## config.mk

```make
export PLATFORM = sky130hd
export DESIGN_NAME = car_sprite_drawer
export DESIGN_NICKNAME = d
export VERILOG_FILES = /design/src/rtl/car_sprite_drawer.sv
export SDC_FILE = /design/constraint.sdc
export NUM_CORES = 1
export LEC_CHECK = 0
export CAP_MARGIN = 40
export CORE_MARGIN = 3
export CORE_UTILIZATION = 35
export CTS_CLUSTER_DIAMETER = 200
export DETAILED_ROUTE_END_ITERATION = 8
export GPL_ROUTABILITY_DRIVEN = 0
export GPL_TIMING_DRIVEN = 0
export PLACE_DENSITY_LB_ADDON = 0.15
export RECOVER_POWER = 25
export SLEW_MARGIN = 30
export SYNTH_ARGS = -nofsm -noshare
export SYNTH_HDL_FRONTEND = slang
export SYNTH_SLANG_ARGS = --single-unit
```

## constraint.sdc

```tcl
create_clock -name clk -period 5 [get_ports clk]
set_input_delay 0.75 -clock clk [delete_from_list [all_inputs] [get_ports clk]]
set_output_delay 0.75 -clock clk [all_outputs]
set_load 0.02 [all_outputs]
```

## src/rtl/car_sprite_drawer.sv

```systemverilog
// car_sprite_drawer: turns car location changes into a VGA pixel stream.
// Each update erases the box at the last drawn position and then draws the
// box at the new target, one pixel per cycle in raster order. Pixels that
// land off-screen still take their cycle but are not plotted. All outputs
// are registered from state, counters and position registers, so the
// location inputs have no combinational path to any output.
module car_sprite_drawer #(
    parameter int unsigned CAR_W      = 20,
    parameter int unsigned CAR_H      = 20,
    parameter int unsigned SCREEN_W   = 160,
    parameter int unsigned SCREEN_H   = 120,
    parameter logic [2:0]  BG_COLOUR  = 3'b000,
    parameter logic [2:0]  CAR_COLOUR = 3'b100
) (
    input  logic       clk,
    input  logic       reset_n,
    input  logic [7:0] ox_loc,
    input  logic [6:0] oy_loc,
    output logic [7:0] vga_x,
    output logic [6:0] vga_y,
    output logic [2:0] vga_colour,
    output logic       plot,
    output logic       busy,
    output logic       done
);

    localparam logic [8:0] LP_SCREEN_W = 9'(SCREEN_W);
    localparam logic [7:0] LP_SCREEN_H = 8'(SCREEN_H);
    localparam logic [4:0] LP_LAST_X   = 5'(CAR_W - 1);
    localparam logic [4:0] LP_LAST_Y   = 5'(CAR_H - 1);

    typedef enum logic [2:0] {
        LOAD,
        IDLE,
        ERASE,
        DRAW,
        DONE
    } state_t;

    state_t     r_state;
    logic [7:0] r_drawn_x;
    logic [6:0] r_drawn_y;
    logic [7:0] r_target_x;
    logic [6:0] r_target_y;
    logic [4:0] r_cx;
    logic [4:0] r_cy;
    logic [7:0] r_vga_x;
    logic [6:0] r_vga_y;
    logic [2:0] r_vga_colour;
    logic       r_plot;
    logic       r_busy;
    logic       r_done;

    logic [7:0] w_base_x;
    logic [6:0] w_base_y;
    logic [8:0] w_sum_x;
    logic [7:0] w_sum_y;
    logic       w_on_screen;
    logic       w_last_col;
    logic       w_last_px;

    // Pixel address for the current counter position; erase uses the last
    // drawn origin, draw uses the latched target.
    always_comb begin
        w_base_x    = (r_state == ERASE) ? r_drawn_x : r_target_x;
        w_base_y    = (r_state == ERASE) ? r_drawn_y : r_target_y;
        w_sum_x     = {1'b0, w_base_x} + {4'b0000, r_cx};
        w_sum_y     = {1'b0, w_base_y} + {3'b000, r_cy};
        w_on_screen = (w_sum_x < LP_SCREEN_W) && (w_sum_y < LP_SCREEN_H);
        w_last_col  = (r_cx == LP_LAST_X);
        w_last_px   = w_last_col && (r_cy == LP_LAST_Y);
    end

    // Sequencer plus registered outputs decoded from the pre-edge state.
    always_ff @(posedge clk) begin
        if (!reset_n) begin
            r_state      <= LOAD;
            r_drawn_x    <= '0;
            r_drawn_y    <= '0;
            r_target_x   <= '0;
            r_target_y   <= '0;
            r_cx         <= '0;
            r_cy         <= '0;
            r_vga_x      <= '0;
            r_vga_y      <= '0;
            r_vga_colour <= '0;
            r_plot       <= 1'b0;
            r_busy       <= 1'b0;
            r_done       <= 1'b0;
        end else begin
            r_plot <= 1'b0;
            r_done <= 1'b0;
            r_busy <= 1'b1;
            case (r_state)
                LOAD: begin
                    r_target_x <= ox_loc;
                    r_target_y <= oy_loc;
                    r_cx       <= '0;
                    r_cy       <= '0;
                    r_state    <= DRAW;
                end
                IDLE: begin
                    r_busy <= 1'b0;
                    if ({ox_loc, oy_loc} != {r_drawn_x, r_drawn_y}) begin
                        r_target_x <= ox_loc;
                        r_target_y <= oy_loc;
                        r_cx       <= '0;
                        r_cy       <= '0;
                        r_state    <= ERASE;
                    end
                end
                ERASE, DRAW: begin
                    r_vga_x      <= w_sum_x[7:0];
                    r_vga_y      <= w_sum_y[6:0];
                    r_vga_colour <= (r_state == ERASE) ? BG_COLOUR : CAR_COLOUR;
                    r_plot       <= w_on_screen;
                    if (w_last_px) begin
                        r_cx    <= '0;
                        r_cy    <= '0;
                        r_state <= (r_state == ERASE) ? DRAW : DONE;
                    end else if (w_last_col) begin
                        r_cx <= '0;
                        r_cy <= r_cy + 5'd1;
                    end else begin
                        r_cx <= r_cx + 5'd1;
                    end
                end
                DONE: begin
                    r_drawn_x <= r_target_x;
                    r_drawn_y <= r_target_y;
                    r_done    <= 1'b1;
                    r_state   <= IDLE;
                end
                default: r_state <= LOAD;
            endcase
        end
    end

    assign vga_x      = r_vga_x;
    assign vga_y      = r_vga_y;
    assign vga_colour = r_vga_colour;
    assign plot       = r_plot;
    assign busy       = r_busy;
    assign done       = r_done;

endmodule

```

==> impl_metrics.toml, run 1 <==
[outcome]
status = "finished clean"

[critical_path]
slowest_stage = "dfxtp_1"
reg2reg_from = "r_state[0]$_SDFFE_PN0P_"
cp_max_fo = 10
cp_top_family = "simple AND/OR/NAND/NOR gates"
start_kind = "flop"
endpoint = "plot$_SDFF_PN0_"
r2r_slack_ps = 1720
r2r_end = "plot$_SDFF_PN0_"
crit_type = "reg2reg"
reg2regPathDepth = 11
cp-end-kind = "flop"
arrival_ps = 3540
worstSetupStartpoint = "r_state[0]$_SDFFE_PN0P_"
crit_chain = "nor3b_2 > buf_2 > buf_2 > mux2_2 > ha_1 > o211ai_1 > o211ai_1 > and4b_1 > nor3_1 > or3_1 > nor3_2"
required_ps = 5260
cp_slowest_stage_delay_ps = 400
worst-path-buf-inv = 2
worst-path-stages = 11

[cts]
cts.sinks = 62
post_cts_resized = 0
clkTransAtPathRegs_ps = 70
cts_tree = "done"
htreeDepth = 3
clock_path_buffers = 2
numCtsBuffers = 9
hold_buffers = 0
clock-root-buffer = "clkbuf_8"
clock_latency_ps = 340
post-cts-setup-buffer-count = 0

[global_route]
grt_pass1_vias = 2897
grt_overflow = 0
grt_first_pass_wirelength_mm = 15.1
grt_max_degree = 11
grtUsageTotal = 0.168
antenna_found_initial = 0

[routing]
drc = 0
wl_per_cell_um = 15.5
vias = 2963
first_iter_violations = 82
drt-vias-per-instance = 5.08
drtPass1Iterations = 6
drt_wl_total_mm = 9.03
postRouteAntennaNets = 0

[sta]
fin_crit_ps = 3280
fin_worst_skew_ps = 7.26
slew_headroom = 0.428
setup_ws_ps = 1720
whs_ps = 465
grt_setup_unrepaired = "false"
tightest_slew_ps = 847
finalSetupViolations = 0
hold_viol = 0
finalCritPeriodShare = 0.656
clock.fmax_mhz = 305
slew_violations = 0
finalSetupTns_ps = 0

[cells_and_area]
final_common_cell = "nand2_1"
synthToLayoutAreaGrowth_pct = 19.4
design_area_um2 = 4200
layout_common_cells = "nand2_1, dfxtp_1, clkdlybuf4s50_1, xor2_1, mux2i_1"
layout.nets = 482
n_antenna_cell = 0
drive_above_1_share = 0.0969

[yosys]
synthCells = 402
yosys_warnings = 0
synthTopCellsByArea = "dfxtp_1, nand2_1, mux2i_1"
synth_edf_count = 0
synth_seq_cells = 62
async_flop_share = 0
synthDistinctLibCells = 58
yosys.area.top_type = "dfxtp_1"
yosysSeqAreaShare = 0.353
yosys_most_used_dff = "dfxtp_1"
post_synth.cell_area_avg_um2 = 8.75
synth_top_area_frac = 0.353
syn_area_um2 = 3520

[hold_path]
whs_path_depth = 2
hold_class = "reg2reg"
hp-start = "vga_x[7]$_SDFFE_PN0P_"

[job]
drv_cap = 0

[placed_design]
io_buffers = 35
dp_slack_ps = 1680
hpwl_mm = 6.79
placed_cell_area_um2 = 4030

[power]
p_per_area_nw_per_um2 = 337
peakVddDrop_uv = 150
leakagePower_nw = 1.70

[floorplanning]
pin_count = 38
initial_core_util = 0.370
die_h_um = 106
die_x_um = 106
rows = 35
die_area_um2 = 11300
core_um2 = 9500
worst register-to-register path: cells and delay by family (launching register included):
family	cells	cell delay (ps)
simple gates	5	1080
buf+inv	2	600
flops	1	400
mux	1	400
fa+ha+maj	1	370
compound gates	2	340
synth_stat cells, drive strengths merged, types with 5 or more instances:
cell type and count:
clkbuf 12, buf 10, a21boi 23, nor2 13, nand3 10, o21ai 15
nor2b 6, mux2i 20, mux2 11, inv 9, dfxtp 62, nand2 91
a21oi 13, nor3 9, xor2 20, o211ai 5, ha 14, o211a 5
area by class of cell:
type,count,area (µm²)
clock inverter,4,22.5
multi-input combinational,310,2140
inverter,9,33.8
fill,969,5300
sequential,62,1240
clock buffer,12,145
buffer,22,106
tap,129,161
timing repair buffer,35,350
where the power goes:
group          switching, mW  total, mW  internal [mW]
logic                  0.252      0.436          0.184
clock network          0.200      0.391          0.191
registers             0.0420      0.587          0.545
worst min-delay path by stage:
| stage | end | slack (ps) |
|---|---|---|
| after floorplan | r_drawn_x[0]$_SDFFE_PN0P_ | 440 |
| after global placement | vga_x[3]$_SDFFE_PN0P_ | 450 |
| after detailed placement | vga_x[2]$_SDFFE_PN0P_ | 460 |
| after CTS | vga_y[2]$_SDFFE_PN0P_ | 470 |
| after global routing | vga_y[4]$_SDFFE_PN0P_ | 490 |
| final | vga_x[7]$_SDFFE_PN0P_ | 470 |
metrics by stage:
stage,total power [mW],utilization,instances
floorplan,0.890,-,403
global placement,1.04,0.424,567
detailed placement,1.04,0.424,567
CTS,1.44,0.442,583
global route,1.50,0.442,583
finish,1.41,0.442,583
kinds of logic (layout without fill, tap and decap cells):
family / Yosys count / in the layout / share of synthesized area
multiplexers: 31 / 31 / 0.0921
flip-flops: 62 / 62 / 0.353
buffers and inverters: 31 / 82 / 0.0402
XOR/XNOR: 23 / 23 / 0.0573
AO/OA/AOI/OAI: 84 / 84 / 0.171
adder cells (fa/ha/maj): 16 / 16 / 0.0612
other: 1 / 2 / 0.00107
AND/OR/NAND/NOR: 154 / 154 / 0.224
registers in the layout, indices dropped and copies added (netlist names):
register	cells
r_drawn_x	8
r_target_x	8
vga_x	8
r_drawn_y	7
r_target_y	7
vga_y	7
r_cx	5
r_cy	5
r_state	3
busy	1
done	1
plot	1
vga_colour	1
routing by layer:
| metal | vias to the layer above | wire, µm | track usage |
|---|---|---|---|
| met3 | 6 | 423 | 0.0407 |
| li1 | 1489 | - | - |
| met5 | - | 0 | 0 |
| met2 | 54 | 4220 | 0.269 |
| met4 | 0 | 43 | 0.0370 |
| met1 | 1414 | 4340 | 0.230 |
(Power assumes the default switching activity.)
==> run 2, diff against run 1 <==
Clock period 5 ns to 3.2 ns, I/O delays scaled along.
==> run 2 against run 1 <==
Compared with the run above: wire length is 0.24% higher; setup slack worse by 1500 ps; first-iteration DRC count is 15% lower; final cell count is 0.34% higher; total power is 58% higher; hold slack hardly changed; cell area is 0.83% higher; critical endpoint unchanged; largest cell class unchanged.
==> impl_metrics.toml, run 2 (synthesis gave the netlist of run 1 again) <==
[global_route]
grtUsageTotal = 0.168
grt_max_degree = 11
met1_usage = 0.231
grt_first_pass_wirelength_mm = 15.1
grtUsageMet3 = 0.0407
antenna_found_initial = 0
busiest_layer = "met2"
grt_overflow = 0
grtUsageMet2 = 0.267
grt_pass1_vias = 2890

[floorplanning]
die_h_um = 106
core_um2 = 9500
die_x_um = 106
pin_count = 38
initial_core_util = 0.370
rows = 35
die_area_um2 = 11300

[sta]
hold_viol = 0
slew_headroom = 0.392
fin_worst_skew_ps = 7.08
clock.fmax_mhz = 335
finalCritPeriodShare = 0.933
tightest_slew_ps = 899
grt_setup_unrepaired = "false"
fin_crit_ps = 2990
slew_violations = 0
finalSetupViolations = 0

[cts]
hold_buffers = 0
clock_path_buffers = 2
cts.sinks = 62
clock_latency_ps = 340
htreeDepth = 3
numCtsBuffers = 9
cts_tree = "done"
clock-root-buffer = "clkbuf_8"
clkTransAtPathRegs_ps = 70

[critical_path]
reg2regPathDepth = 13
cp_max_fo = 10
arrival_ps = 3250
r2r_end = "plot$_SDFF_PN0_"
worst_path_most_repeated_cell = "buf_6"
worst-path-buf-inv = 3
crit_chain = "nor3b_4 > buf_6 > buf_6 > mux2_2 > ha_1 > inv_1 > fa_1 > nand2b_1 > a21o_1 > and4b_1 > nor3_1 > or3_1 > nor3_2"
reg2reg_from = "r_state[2]$_SDFFE_PN0P_"
r2r_slack_ps = 210
cp-end-kind = "flop"
slowest_stage = "dfxtp_1"
cp_slowest_stage_delay_ps = 390
start_kind = "flop"
required_ps = 3460
crit_type = "reg2reg"
cp_top_family = "simple AND/OR/NAND/NOR gates"

[hold_path]
holdPathEnd = "vga_x[7]$_SDFFE_PN0P_"
hp-start = "vga_x[7]$_SDFFE_PN0P_"
whs_path_depth = 2
hold_class = "reg2reg"

[routing]
first_iter_violations = 70
drt-vias-per-instance = 5.06
drc = 0
wl_per_cell_um = 15.5
vias = 2962
drt_wl_total_mm = 9.05
postRouteAntennaNets = 0
drtPass1Iterations = 4

[power]
power.net_switching_mw = 0.780
leakagePower_nw = 1.74
combPwrFrac = 0.312
p_per_area_nw_per_um2 = 526
sw_frac_of_total = 0.350
peakVddDrop_uv = 235
intPower_mw = 1.45
p_seq_frac = 0.413
power.total_mw = 2.23
clockPowerShare = 0.275

[cells_and_area]
drive_above_1_share = 0.103
final_cells = 585
layout_common_cells = "nand2_1, dfxtp_1, xor2_1, mux2i_1, clkdlybuf4s50_1"
final_common_cell = "nand2_1"
nFillCells = 966
n_antenna_cell = 0
synthToLayoutAreaGrowth_pct = 20.4
layout.nets = 484

[job]
drv_cap = 0

[placed_design]
hpwl_mm = 6.79
dp.cells = 567
io_buffers = 35

[outcome]
status = "finished clean"
==> run 2: stage by stage <==
| stage | instance area (µm²) | setup slack, ps | utilization | hold slack, ps | TNS [ps] |
|---|---|---|---|---|---|
| finish | 4230 | 215 | 0.446 | 465 | 0 |
| global route | 4230 | 31.9 | 0.446 | 487 | 0 |
| CTS | 4210 | 26.2 | 0.443 | 471 | 0 |
| detailed placement | 4030 | -122 | 0.424 | 460 | -122 |
| global placement | 4030 | -138 | 0.424 | 455 | -162 |
| floorplan | 3520 | 380 | - | 441 | 0 |
==> run 2: worst max-delay path by stage <==
stage,start,endpoint,slack (ps),cells after the start
6_report,r_state[2]$_SDFFE_PN0P_,plot$_SDFF_PN0_,210,13
5_1_grt,r_state[2]$_SDFFE_PN0P_,plot$_SDFF_PN0_,30,13
4_1_cts,r_state[0]$_SDFFE_PN0P_,plot$_SDFF_PN0_,30,11
3_5_place_dp,r_state[0]$_SDFFE_PN0P_,plot$_SDFF_PN0_,-120,11
3_3_place_gp,r_state[0]$_SDFFE_PN0P_,plot$_SDFF_PN0_,-140,11
2_1_floorplan,r_state[2]$_SDFFE_PN0P_,plot$_SDFF_PN0_,380,11
==> run 2: per-layer routing <==
layer	wire (µm)	vias to the layer above
li1	-	1496
met1	4450	1403
met2	4190	55
met3	344	8
met4	69	0
met5	0	-
==> run 2: cell type report <==
| class | instances | area, µm² | share of cell area |
|---|---|---|---|
| multi-input cells | 310 | 2140 | 0.507 |
| flip-flops and latches | 62 | 1240 | 0.293 |
| repair buffers | 37 | 365 | 0.0863 |
| well taps | 129 | 161 | 0.0381 |
| clock buffers | 12 | 145 | 0.0343 |
| plain buffers | 22 | 119 | 0.0281 |
| inverters | 9 | 33.8 | 0.00798 |
| clock inverters | 4 | 22.5 | 0.00532 |
==> run 2: power groups by stage <==
stage                     Combinational (mW)  Sequential [mW]  Clock [mW]
after detailed placement               0.693            0.934           0
after floorplan                        0.435            0.956           0
after CTS                              0.700            0.917       0.630
after global placement                 0.685            0.933           0
final                                  0.695            0.919       0.613
after global routing                   0.764            0.933       0.662
==> run 2: repair_timing <==
item,CTS,global route
resized for setup,2,4
hold endpoints to repair,0,0
endpoints found under the setup margin,2,3
setup buffers,0,2
pin swaps,0,2
==> run 2: worst min-delay path: stages, from the launching register on <==
cell and delay, ps:
dfxtp_1 310, nand3_1 60, o21ai_1 50
